$ cat src/rtl/sal_cmd_pkg.sv
`default_nettype none
// ============================================================================
// Module      : sal_cmd_pkg
// Description : DFI command encodings and per-command pin patterns shared by
//               the command arbiter and its timers.
// Revision    : 1.0 - initial release
// ============================================================================
package sal_cmd_pkg;

    typedef enum logic [2:0] {
        CMD_NOP = 3'd0,
        CMD_ACT = 3'd1,
        CMD_RD  = 3'd2,
        CMD_WR  = 3'd3,
        CMD_PRE = 3'd4,
        CMD_REF = 3'd5
    } cmd_t;

    typedef struct packed {
        logic ras_n;
        logic cas_n;
        logic we_n;
        logic odt;
    } pins_t;

    localparam pins_t c_PINS_NOP = 4'b1110;
    localparam pins_t c_PINS_ACT = 4'b0110;
    localparam pins_t c_PINS_RD  = 4'b1010;
    localparam pins_t c_PINS_WR  = 4'b1001;
    localparam pins_t c_PINS_PRE = 4'b0100;
    localparam pins_t c_PINS_REF = 4'b0010;

    localparam int c_NUM_FAW = 4;

    function automatic pins_t cmd_pins(input logic [2:0] cmd);
        pins_t p;
        case (cmd)
            CMD_ACT: p = c_PINS_ACT;
            CMD_RD:  p = c_PINS_RD;
            CMD_WR:  p = c_PINS_WR;
            CMD_PRE: p = c_PINS_PRE;
            CMD_REF: p = c_PINS_REF;
            default: p = c_PINS_NOP;
        endcase
        return p;
    endfunction

endpackage
`default_nettype wire

$ cat src/rtl/sal_cmd_timer.sv
`default_nettype none
// ============================================================================
// Module      : sal_cmd_timer
// Description : Loadable down-counter; loads t_i-1 (floored at 0) and counts
//               to zero, so back-to-back events are spaced max(t_i,1) cycles.
// Revision    : 1.0 - initial release
// ============================================================================
module sal_cmd_timer #(
    parameter int TW = 6
) (
    input  logic          clk,
    input  logic          rst,
    input  logic          load_i,
    input  logic [TW-1:0] t_i,
    output logic          is_zero_o
);

    logic [TW-1:0] r_count;

    always_ff @(posedge clk or posedge rst) begin
        if (rst) begin
            r_count <= '0;
        end else if (load_i) begin
            r_count <= (t_i == '0) ? '0 : t_i - 1'b1;
        end else if (r_count != '0) begin
            r_count <= r_count - 1'b1;
        end
    end

    assign is_zero_o = (r_count == '0);

endmodule
`default_nettype wire

$ cat src/rtl/sal_cmd_arbiter.sv
`default_nettype none
// ============================================================================
// Module      : sal_cmd_arbiter
// Description : Round-robin arbiter sharing one DFI command bus among the
//               per-bank controllers, enforcing tRRD/tFAW/tCCD/tWTR.
// Revision    : 1.0 - initial release
// ============================================================================
module sal_cmd_arbiter
    import sal_cmd_pkg::*;
#(
    parameter int NUM_BANKS  = 4,
    parameter int BA_WIDTH   = 2,
    parameter int ADDR_WIDTH = 14,
    parameter int TW         = 6
) (
    input  logic                            clk,
    input  logic                            rst,
    input  logic [NUM_BANKS-1:0]            req_valid_i,
    input  logic [NUM_BANKS*3-1:0]          req_cmd_i,
    input  logic [NUM_BANKS*ADDR_WIDTH-1:0] req_addr_i,
    output logic [NUM_BANKS-1:0]            req_gnt_o,
    input  logic [TW-1:0]                   t_rrd_i,
    input  logic [TW-1:0]                   t_faw_i,
    input  logic [TW-1:0]                   t_ccd_i,
    input  logic [TW-1:0]                   t_wtr_i,
    output logic                            dfi_cke_o,
    output logic                            dfi_cs_n_o,
    output logic                            dfi_ras_n_o,
    output logic                            dfi_cas_n_o,
    output logic                            dfi_we_n_o,
    output logic [BA_WIDTH-1:0]             dfi_ba_o,
    output logic [ADDR_WIDTH-1:0]           dfi_addr_o,
    output logic                            dfi_odt_o
);

    logic [2:0]            w_cmd  [NUM_BANKS];
    logic [ADDR_WIDTH-1:0] w_addr [NUM_BANKS];
    logic [NUM_BANKS-1:0]  w_elig;
    logic [NUM_BANKS-1:0]  w_req_ok;
    logic [BA_WIDTH-1:0]   r_rr_ptr;
    logic [BA_WIDTH-1:0]   w_gnt_idx;
    logic                  w_any;
    int                    w_scan_idx;

    logic                  w_rrd_zero, w_ccd_zero, w_wtr_zero;
    logic [c_NUM_FAW-1:0]  w_faw_zero, w_faw_load;
    logic                  w_faw_found;

    logic [2:0]            w_sel_cmd;
    logic [ADDR_WIDTH-1:0] w_sel_addr;
    logic                  w_gnt_act, w_gnt_col, w_gnt_wr;

    logic                  w_nxt_cs_n;
    pins_t                 w_nxt_pins;
    logic [BA_WIDTH-1:0]   w_nxt_ba;
    logic [ADDR_WIDTH-1:0] w_nxt_addr;
    logic                  r_cs_n;
    pins_t                 r_pins;
    logic [BA_WIDTH-1:0]   r_ba;
    logic [ADDR_WIDTH-1:0] r_addr;

    generate
        for (genvar b = 0; b < NUM_BANKS; b++) begin : g_bank
            assign w_cmd[b]  = req_cmd_i[b*3 +: 3];
            assign w_addr[b] = req_addr_i[b*ADDR_WIDTH +: ADDR_WIDTH];
        end
    endgenerate

    always_comb begin
        w_elig = '0;
        for (int b = 0; b < NUM_BANKS; b++) begin
            case (w_cmd[b])
                CMD_ACT: w_elig[b] = w_rrd_zero & (|w_faw_zero);
                CMD_RD:  w_elig[b] = w_ccd_zero & w_wtr_zero;
                CMD_WR:  w_elig[b] = w_ccd_zero;
                CMD_PRE: w_elig[b] = 1'b1;
                CMD_REF: w_elig[b] = 1'b1;
                default: w_elig[b] = 1'b0;
            endcase
        end
    end

    // Grants are suppressed while reset is held, even though requests may stay up.
    assign w_req_ok = req_valid_i & w_elig & {NUM_BANKS{~rst}};

    always_comb begin
        w_any      = 1'b0;
        w_gnt_idx  = '0;
        w_scan_idx = 0;
        for (int i = 0; i < NUM_BANKS; i++) begin
            w_scan_idx = int'(r_rr_ptr) + i;
            if (w_scan_idx >= NUM_BANKS) begin
                w_scan_idx = w_scan_idx - NUM_BANKS;
            end
            if (!w_any && w_req_ok[w_scan_idx]) begin
                w_any     = 1'b1;
                w_gnt_idx = w_scan_idx[BA_WIDTH-1:0];
            end
        end
    end

    always_comb begin
        req_gnt_o = '0;
        if (w_any) begin
            req_gnt_o[w_gnt_idx] = 1'b1;
        end
    end

    always_ff @(posedge clk or posedge rst) begin
        if (rst) begin
            r_rr_ptr <= '0;
        end else if (w_any) begin
            r_rr_ptr <= (w_gnt_idx == BA_WIDTH'(NUM_BANKS - 1)) ? '0 : w_gnt_idx + 1'b1;
        end
    end

    assign w_sel_cmd  = w_cmd[w_gnt_idx];
    assign w_sel_addr = w_addr[w_gnt_idx];
    assign w_gnt_act  = w_any & (w_sel_cmd == CMD_ACT);
    assign w_gnt_col  = w_any & ((w_sel_cmd == CMD_RD) | (w_sel_cmd == CMD_WR));
    assign w_gnt_wr   = w_any & (w_sel_cmd == CMD_WR);

    sal_cmd_timer #(.TW(TW)) u_rrd (
        .clk(clk), .rst(rst), .load_i(w_gnt_act), .t_i(t_rrd_i), .is_zero_o(w_rrd_zero)
    );
    sal_cmd_timer #(.TW(TW)) u_ccd (
        .clk(clk), .rst(rst), .load_i(w_gnt_col), .t_i(t_ccd_i), .is_zero_o(w_ccd_zero)
    );
    sal_cmd_timer #(.TW(TW)) u_wtr (
        .clk(clk), .rst(rst), .load_i(w_gnt_wr), .t_i(t_wtr_i), .is_zero_o(w_wtr_zero)
    );

    // Each ACT claims the lowest free slot; a full set of busy slots blocks ACT.
    always_comb begin
        w_faw_load  = '0;
        w_faw_found = 1'b0;
        for (int s = 0; s < c_NUM_FAW; s++) begin
            if (w_faw_zero[s] && !w_faw_found) begin
                w_faw_load[s] = w_gnt_act;
                w_faw_found   = 1'b1;
            end
        end
    end

    generate
        for (genvar s = 0; s < c_NUM_FAW; s++) begin : g_faw
            sal_cmd_timer #(.TW(TW)) u_faw (
                .clk(clk), .rst(rst), .load_i(w_faw_load[s]), .t_i(t_faw_i),
                .is_zero_o(w_faw_zero[s])
            );
        end
    endgenerate

    always_comb begin
        w_nxt_cs_n = 1'b1;
        w_nxt_pins = c_PINS_NOP;
        w_nxt_ba   = '0;
        w_nxt_addr = '0;
        if (w_any) begin
            w_nxt_cs_n = 1'b0;
            w_nxt_pins = cmd_pins(w_sel_cmd);
            w_nxt_ba   = w_gnt_idx;
            w_nxt_addr = w_sel_addr;
            if (w_sel_cmd == CMD_PRE) begin
                w_nxt_addr[10] = 1'b0;
            end else if (w_sel_cmd == CMD_REF) begin
                w_nxt_ba   = '0;
                w_nxt_addr = '0;
            end
        end
    end

    always_ff @(posedge clk or posedge rst) begin
        if (rst) begin
            r_cs_n <= 1'b1;
            r_pins <= c_PINS_NOP;
            r_ba   <= '0;
            r_addr <= '0;
        end else begin
            r_cs_n <= w_nxt_cs_n;
            r_pins <= w_nxt_pins;
            r_ba   <= w_nxt_ba;
            r_addr <= w_nxt_addr;
        end
    end

    assign dfi_cke_o   = 1'b1;
    assign dfi_cs_n_o  = r_cs_n;
    assign dfi_ras_n_o = r_pins.ras_n;
    assign dfi_cas_n_o = r_pins.cas_n;
    assign dfi_we_n_o  = r_pins.we_n;
    assign dfi_odt_o   = r_pins.odt;
    assign dfi_ba_o    = r_ba;
    assign dfi_addr_o  = r_addr;

endmodule
`default_nettype wire
$ cat config.mk
export PLATFORM = sky130hd
export DESIGN_NAME = sal_cmd_arbiter
export DESIGN_NICKNAME = d
export VERILOG_FILES = /design/src/rtl/sal_cmd_pkg.sv /design/src/rtl/sal_cmd_timer.sv /design/src/rtl/sal_cmd_arbiter.sv
export SDC_FILE = /design/constraint.sdc
export NUM_CORES = 1
export LEC_CHECK = 0
export CAP_MARGIN = 10
export CORE_MARGIN = 2
export CORE_UTILIZATION = 45
export CTS_CLUSTER_DIAMETER = 50
export DETAILED_ROUTE_END_ITERATION = 12
export GPL_TIMING_DRIVEN = 0
export PLACE_DENSITY = 0.83
export SYNTH_ARGS = -nofsm -noshare
export SYNTH_HDL_FRONTEND = slang
export SYNTH_SLANG_ARGS = --single-unit
$ cat constraint.sdc
create_clock -name clk -period 7.8 [get_ports clk]
set_input_delay 2.34 -clock clk [delete_from_list [all_inputs] [get_ports clk]]
set_output_delay 2.34 -clock clk [all_outputs]
set_load 0.005 [all_outputs]
==> flow_results.xml <==
<?xml version="1.0" encoding="UTF-8"?>
<metrics>
  <group name="clock_tree">
    <metric name="cts_hold_repair.buffers" unit="">0</metric>
    <metric name="clock-sinks" unit="">65</metric>
    <metric name="clk_pin_slew_worst_paths" unit="ps">70</metric>
    <metric name="cts_inserted_buffers" unit="">9</metric>
    <metric name="htree_levels" unit="">3</metric>
    <metric name="ctsLongestPathBuffers" unit="">2</metric>
    <metric name="ctsRootBufferMaster" unit="">clkbuf_8</metric>
    <metric name="clock_insertion_delay_worst_skew" unit="ps">340</metric>
    <metric name="clock_tree_from_tritoncts" unit="">done</metric>
  </group>
  <group name="timing">
    <metric name="finalMaxSlewViolations" unit="">0</metric>
    <metric name="relSlewSlack" unit="">0.550</metric>
    <metric name="setup_violations" unit="">0</metric>
    <metric name="timing_worst_slew_pin_value" unit="ps">669</metric>
    <metric name="max_clock_freq" unit="GHz">0.130</metric>
    <metric name="rsz0062_at_grt" unit="">no</metric>
    <metric name="finalHoldViolCount" unit="">0</metric>
    <metric name="setup_ws" unit="ps">97.8</metric>
    <metric name="layout_worst_path_cycle_share" unit="">0.987</metric>
    <metric name="worst_clock_skew" unit="ps">8.48</metric>
    <metric name="layout_min_cycle_time" unit="ps">7700</metric>
  </group>
  <group name="synth">
    <metric name="synthesized_instance_count" unit="">524</metric>
    <metric name="netlist_area" unit="um2">4830</metric>
    <metric name="postSynthAreaPerCell" unit="um2">9.22</metric>
    <metric name="yosysSeqAreaShare" unit="">0.338</metric>
    <metric name="synth-edff-count" unit="">0</metric>
    <metric name="postSynthRegisterBits" unit="">65</metric>
    <metric name="post_synth_num_cell_types" unit="">86</metric>
    <metric name="syn_nets" unit="">645</metric>
    <metric name="synth_async_sr_flop_share" unit="">1.00</metric>
    <metric name="ys_dominant_reg_cell" unit="">dfrtp_1</metric>
    <metric name="yosysWarningCount" unit="">0</metric>
  </group>
  <group name="final_layout">
    <metric name="num-nets-final" unit="">788</metric>
    <metric name="layout_common_cells" unit="">clkdlybuf4s50_1, dfrtp_1, nor2_1</metric>
    <metric name="final_cell_area" unit="um2">6520</metric>
    <metric name="antenna_cells" unit="">0</metric>
    <metric name="layout.cells.most_common" unit="">clkdlybuf4s50_1</metric>
    <metric name="drive_gt1_frac" unit="">0.136</metric>
    <metric name="post_layout_nonfiller_instances" unit="">807</metric>
    <metric name="post_route_core_utilization" unit="">0.629</metric>
    <metric name="syn2layout_area_growth" unit="%">35.0</metric>
  </group>
  <group name="die">
    <metric name="floorplan.initialDensity" unit="">0.466</metric>
    <metric name="design.core.area" unit="um2">10400</metric>
    <metric name="die-width" unit="um">108</metric>
    <metric name="num_io_pins" unit="">124</metric>
    <metric name="fp.dieArea" unit="um2">11600</metric>
    <metric name="num_rows" unit="">37</metric>
    <metric name="fp.dieH" unit="um">108</metric>
  </group>
  <group name="placed_design">
    <metric name="pre_cts_ws" unit="ps">-811</metric>
    <metric name="placement.io_buffers" unit="">122</metric>
    <metric name="hpwl" unit="mm">9.87</metric>
    <metric name="detailed_place.area" unit="um2">6240</metric>
    <metric name="placedCellCount" unit="">783</metric>
    <metric name="place.gp.congestion" unit="">0.881</metric>
  </group>
  <group name="detailed_routing">
    <metric name="wire_per_inst" unit="um">16.3</metric>
    <metric name="total_via_count_after_detailed_routing" unit="">4619</metric>
    <metric name="drt_iter0_drc" unit="">225</metric>
    <metric name="detailedRoute.firstPassIterationCount" unit="">5</metric>
    <metric name="drt_wl_total" unit="mm">13.1</metric>
    <metric name="route.antenna.remaining_nets" unit="">0</metric>
    <metric name="drc_errors" unit="">0</metric>
    <metric name="viasPerCell" unit="">5.72</metric>
  </group>
  <group name="flow_run">
    <metric name="drv.max_cap_violation_count" unit="">0</metric>
  </group>
  <group name="critical_path">
    <metric name="critPathSlowestCell" unit="">clkdlybuf4s50_1</metric>
    <metric name="worstReg2RegStart" unit="">u_rrd.r_count[0]</metric>
    <metric name="setup.worst_path.end_class" unit="">output port</metric>
    <metric name="timing.critical_path.required" unit="ps">5460</metric>
    <metric name="crit_chain" unit="">clkdlybuf4s50_1, nand3b_1, o41ai_4, buf_4, o2111ai_2, a31oi_4, nor2_4, buf_4, buf_4, ha_1, and2_1, clkdlybuf4s50_1</metric>
    <metric name="reg2reg_depth" unit="">14</metric>
    <metric name="maximum_net_fanout_on_the_critical_path" unit="">11</metric>
    <metric name="timing.critical_path.mode_cell" unit="">buf_4</metric>
    <metric name="cp_slowest_stage_delay" unit="ps">510</metric>
    <metric name="critical_path_arrival" unit="ps">5360</metric>
    <metric name="r2r_end" unit="">g_faw[0].u_faw.r_count[4]</metric>
    <metric name="rrSetupSlack" unit="ps">3680</metric>
    <metric name="start_kind" unit="">primary input</metric>
    <metric name="worst-setup-path-type" unit="">in2out</metric>
  </group>
  <group name="global_route">
    <metric name="grt_first_pass_wirelength" unit="mm">21.7</metric>
    <metric name="grt_max_degree" unit="">22</metric>
    <metric name="antenna_found_initial" unit="">0</metric>
    <metric name="vias_in_the_first_global_route" unit="">4677</metric>
    <metric name="grt_overflow_total" unit="">0</metric>
    <metric name="track_usage" unit="">0.234</metric>
  </group>
  <group name="hold_path">
    <metric name="holdPathStages" unit="">1</metric>
    <metric name="hp-start" unit="">g_faw[1].u_faw.r_count[0]</metric>
    <metric name="worst_hold_path_type" unit="">reg2reg</metric>
    <metric name="min_to" unit="">g_faw[1].u_faw.r_count[0]</metric>
  </group>
  <group name="status">
    <metric name="outcome" unit="">finished, final reports clean</metric>
  </group>
  <group name="power_and_ir_drop">
    <metric name="p_total" unit="uW">1390</metric>
    <metric name="p_per_area" unit="nW/um2">213</metric>
    <metric name="cellLeakagePower" unit="uW">0.00265</metric>
    <metric name="power.ir.vdd_worst" unit="uV">100</metric>
  </group>
</metrics>
## metal layers
layer  track usage  vias up  part of all wire
met1         0.278     2211              0.40
li1              -     2194                 -
met2         0.411      188              0.51
met5             0        -                 0
met3        0.0484       26             0.073
met4        0.0934        0             0.017
## worst max path at each step
| stage | start | to | slack (ps) | depth (start not counted) |
|---|---|---|---|---|
| finish | req_cmd_i[2] | req_gnt_o[3] | 100 | 12 |
| global placement | rst | req_gnt_o[3] | -1450 | 12 |
| CTS | rst | req_gnt_o[0] | 30 | 12 |
| global route | req_cmd_i[2] | req_gnt_o[3] | 0.6 | 12 |
| detailed placement | rst | req_gnt_o[3] | -810 | 13 |
| floorplan | rst | req_gnt_o[2] | 290 | 10 |
## cells in the mapped netlist, types with 4 or more instances
cell type / number / area, um2
nor3_1: 21 / 105
xnor2_1: 22 / 193
inv_1: 35 / 131
o21ai_1: 13 / 65.1
or3_1: 7 / 43.8
and2_1: 6 / 37.5
a31oi_1: 5 / 31.3
nor4_1: 5 / 31.3
xor2_1: 7 / 61.3
and3_1: 4 / 25.0
nand2b_1: 11 / 68.8
mux2i_1: 27 / 270
o31ai_1: 12 / 90.1
mux2_2: 15 / 169
clkbuf_1: 7 / 26.3
o22ai_1: 4 / 25.0
a211oi_1: 16 / 120
buf_2: 6 / 30.0
nor2_1: 45 / 169
a21oi_1: 20 / 100
or2_2: 7 / 43.8
o21ai_0: 8 / 40.0
dfstp_2: 4 / 105
ha_1: 23 / 288
dfrtp_1: 61 / 1530
nand2_1: 39 / 146
nand3_1: 16 / 80.1
a21boi_0: 4 / 30.0
## metrics by stage
stage	setup TNS [ps]	hold WS, ps
3_5_place_dp	-2600	477
5_1_grt	0	533
6_report	0	505
4_1_cts	0	505
2_1_floorplan	0	444
3_3_place_gp	-4980	462
## what timing repair did
action,in CTS,in global routing
cloned,2,0
buffers inserted,4,4
endpoints found under the setup margin,4,3
resized for setup,3,1
pin swaps,3,2
## area by class of cell
cell class              count  area (um2)
flip-flops and latches     65        1630
repair buffers            132        1340
inverters                  38         151
clock buffers              10         138
plain buffers              16        87.6
multi-input cells         404        2970
well taps                 136         170
fillers                   851        3850
repair inverters            1        5.00
clock inverters             5        32.5
## flip-flops by register name, summed over array words and instances, names as in the netlist
register and cells:
dfi_addr_o 14, dfi_ba_o 2, dfi_cas_n_o 1, dfi_cs_n_o 1, dfi_odt_o 1, dfi_ras_n_o 1, dfi_we_n_o 1, g_faw.u_faw.r_count 24
r_rr_ptr 2, u_ccd.r_count 6, u_rrd.r_count 6, u_wtr.r_count 6
## cell families after synthesis
group | Yosys count | synth area share
xor+xnor | 29 | 0.0526
mux | 43 | 0.0956
fa+ha+maj | 23 | 0.0596
flops | 65 | 0.338
simple gates | 179 | 0.190
other cells | 1 | 0.000776
buf+inv | 55 | 0.0479
compound gates | 129 | 0.215
## critical path, delay by kind of cell
kind	cells	cell delay, ps
AO/OA/AOI/OAI	3	820
AND/OR/NAND/NOR	3	440
buffers and inverters	5	1570
adder cells (fa/ha/maj)	1	190
## power breakdown
part | total, uW | internal (uW) | switching [uW]
clock | 258 | 122 | 136
combinational | 581 | 291 | 290
sequential | 549 | 448 | 101
No activity file was read; power rests on OpenSTA's default activity.
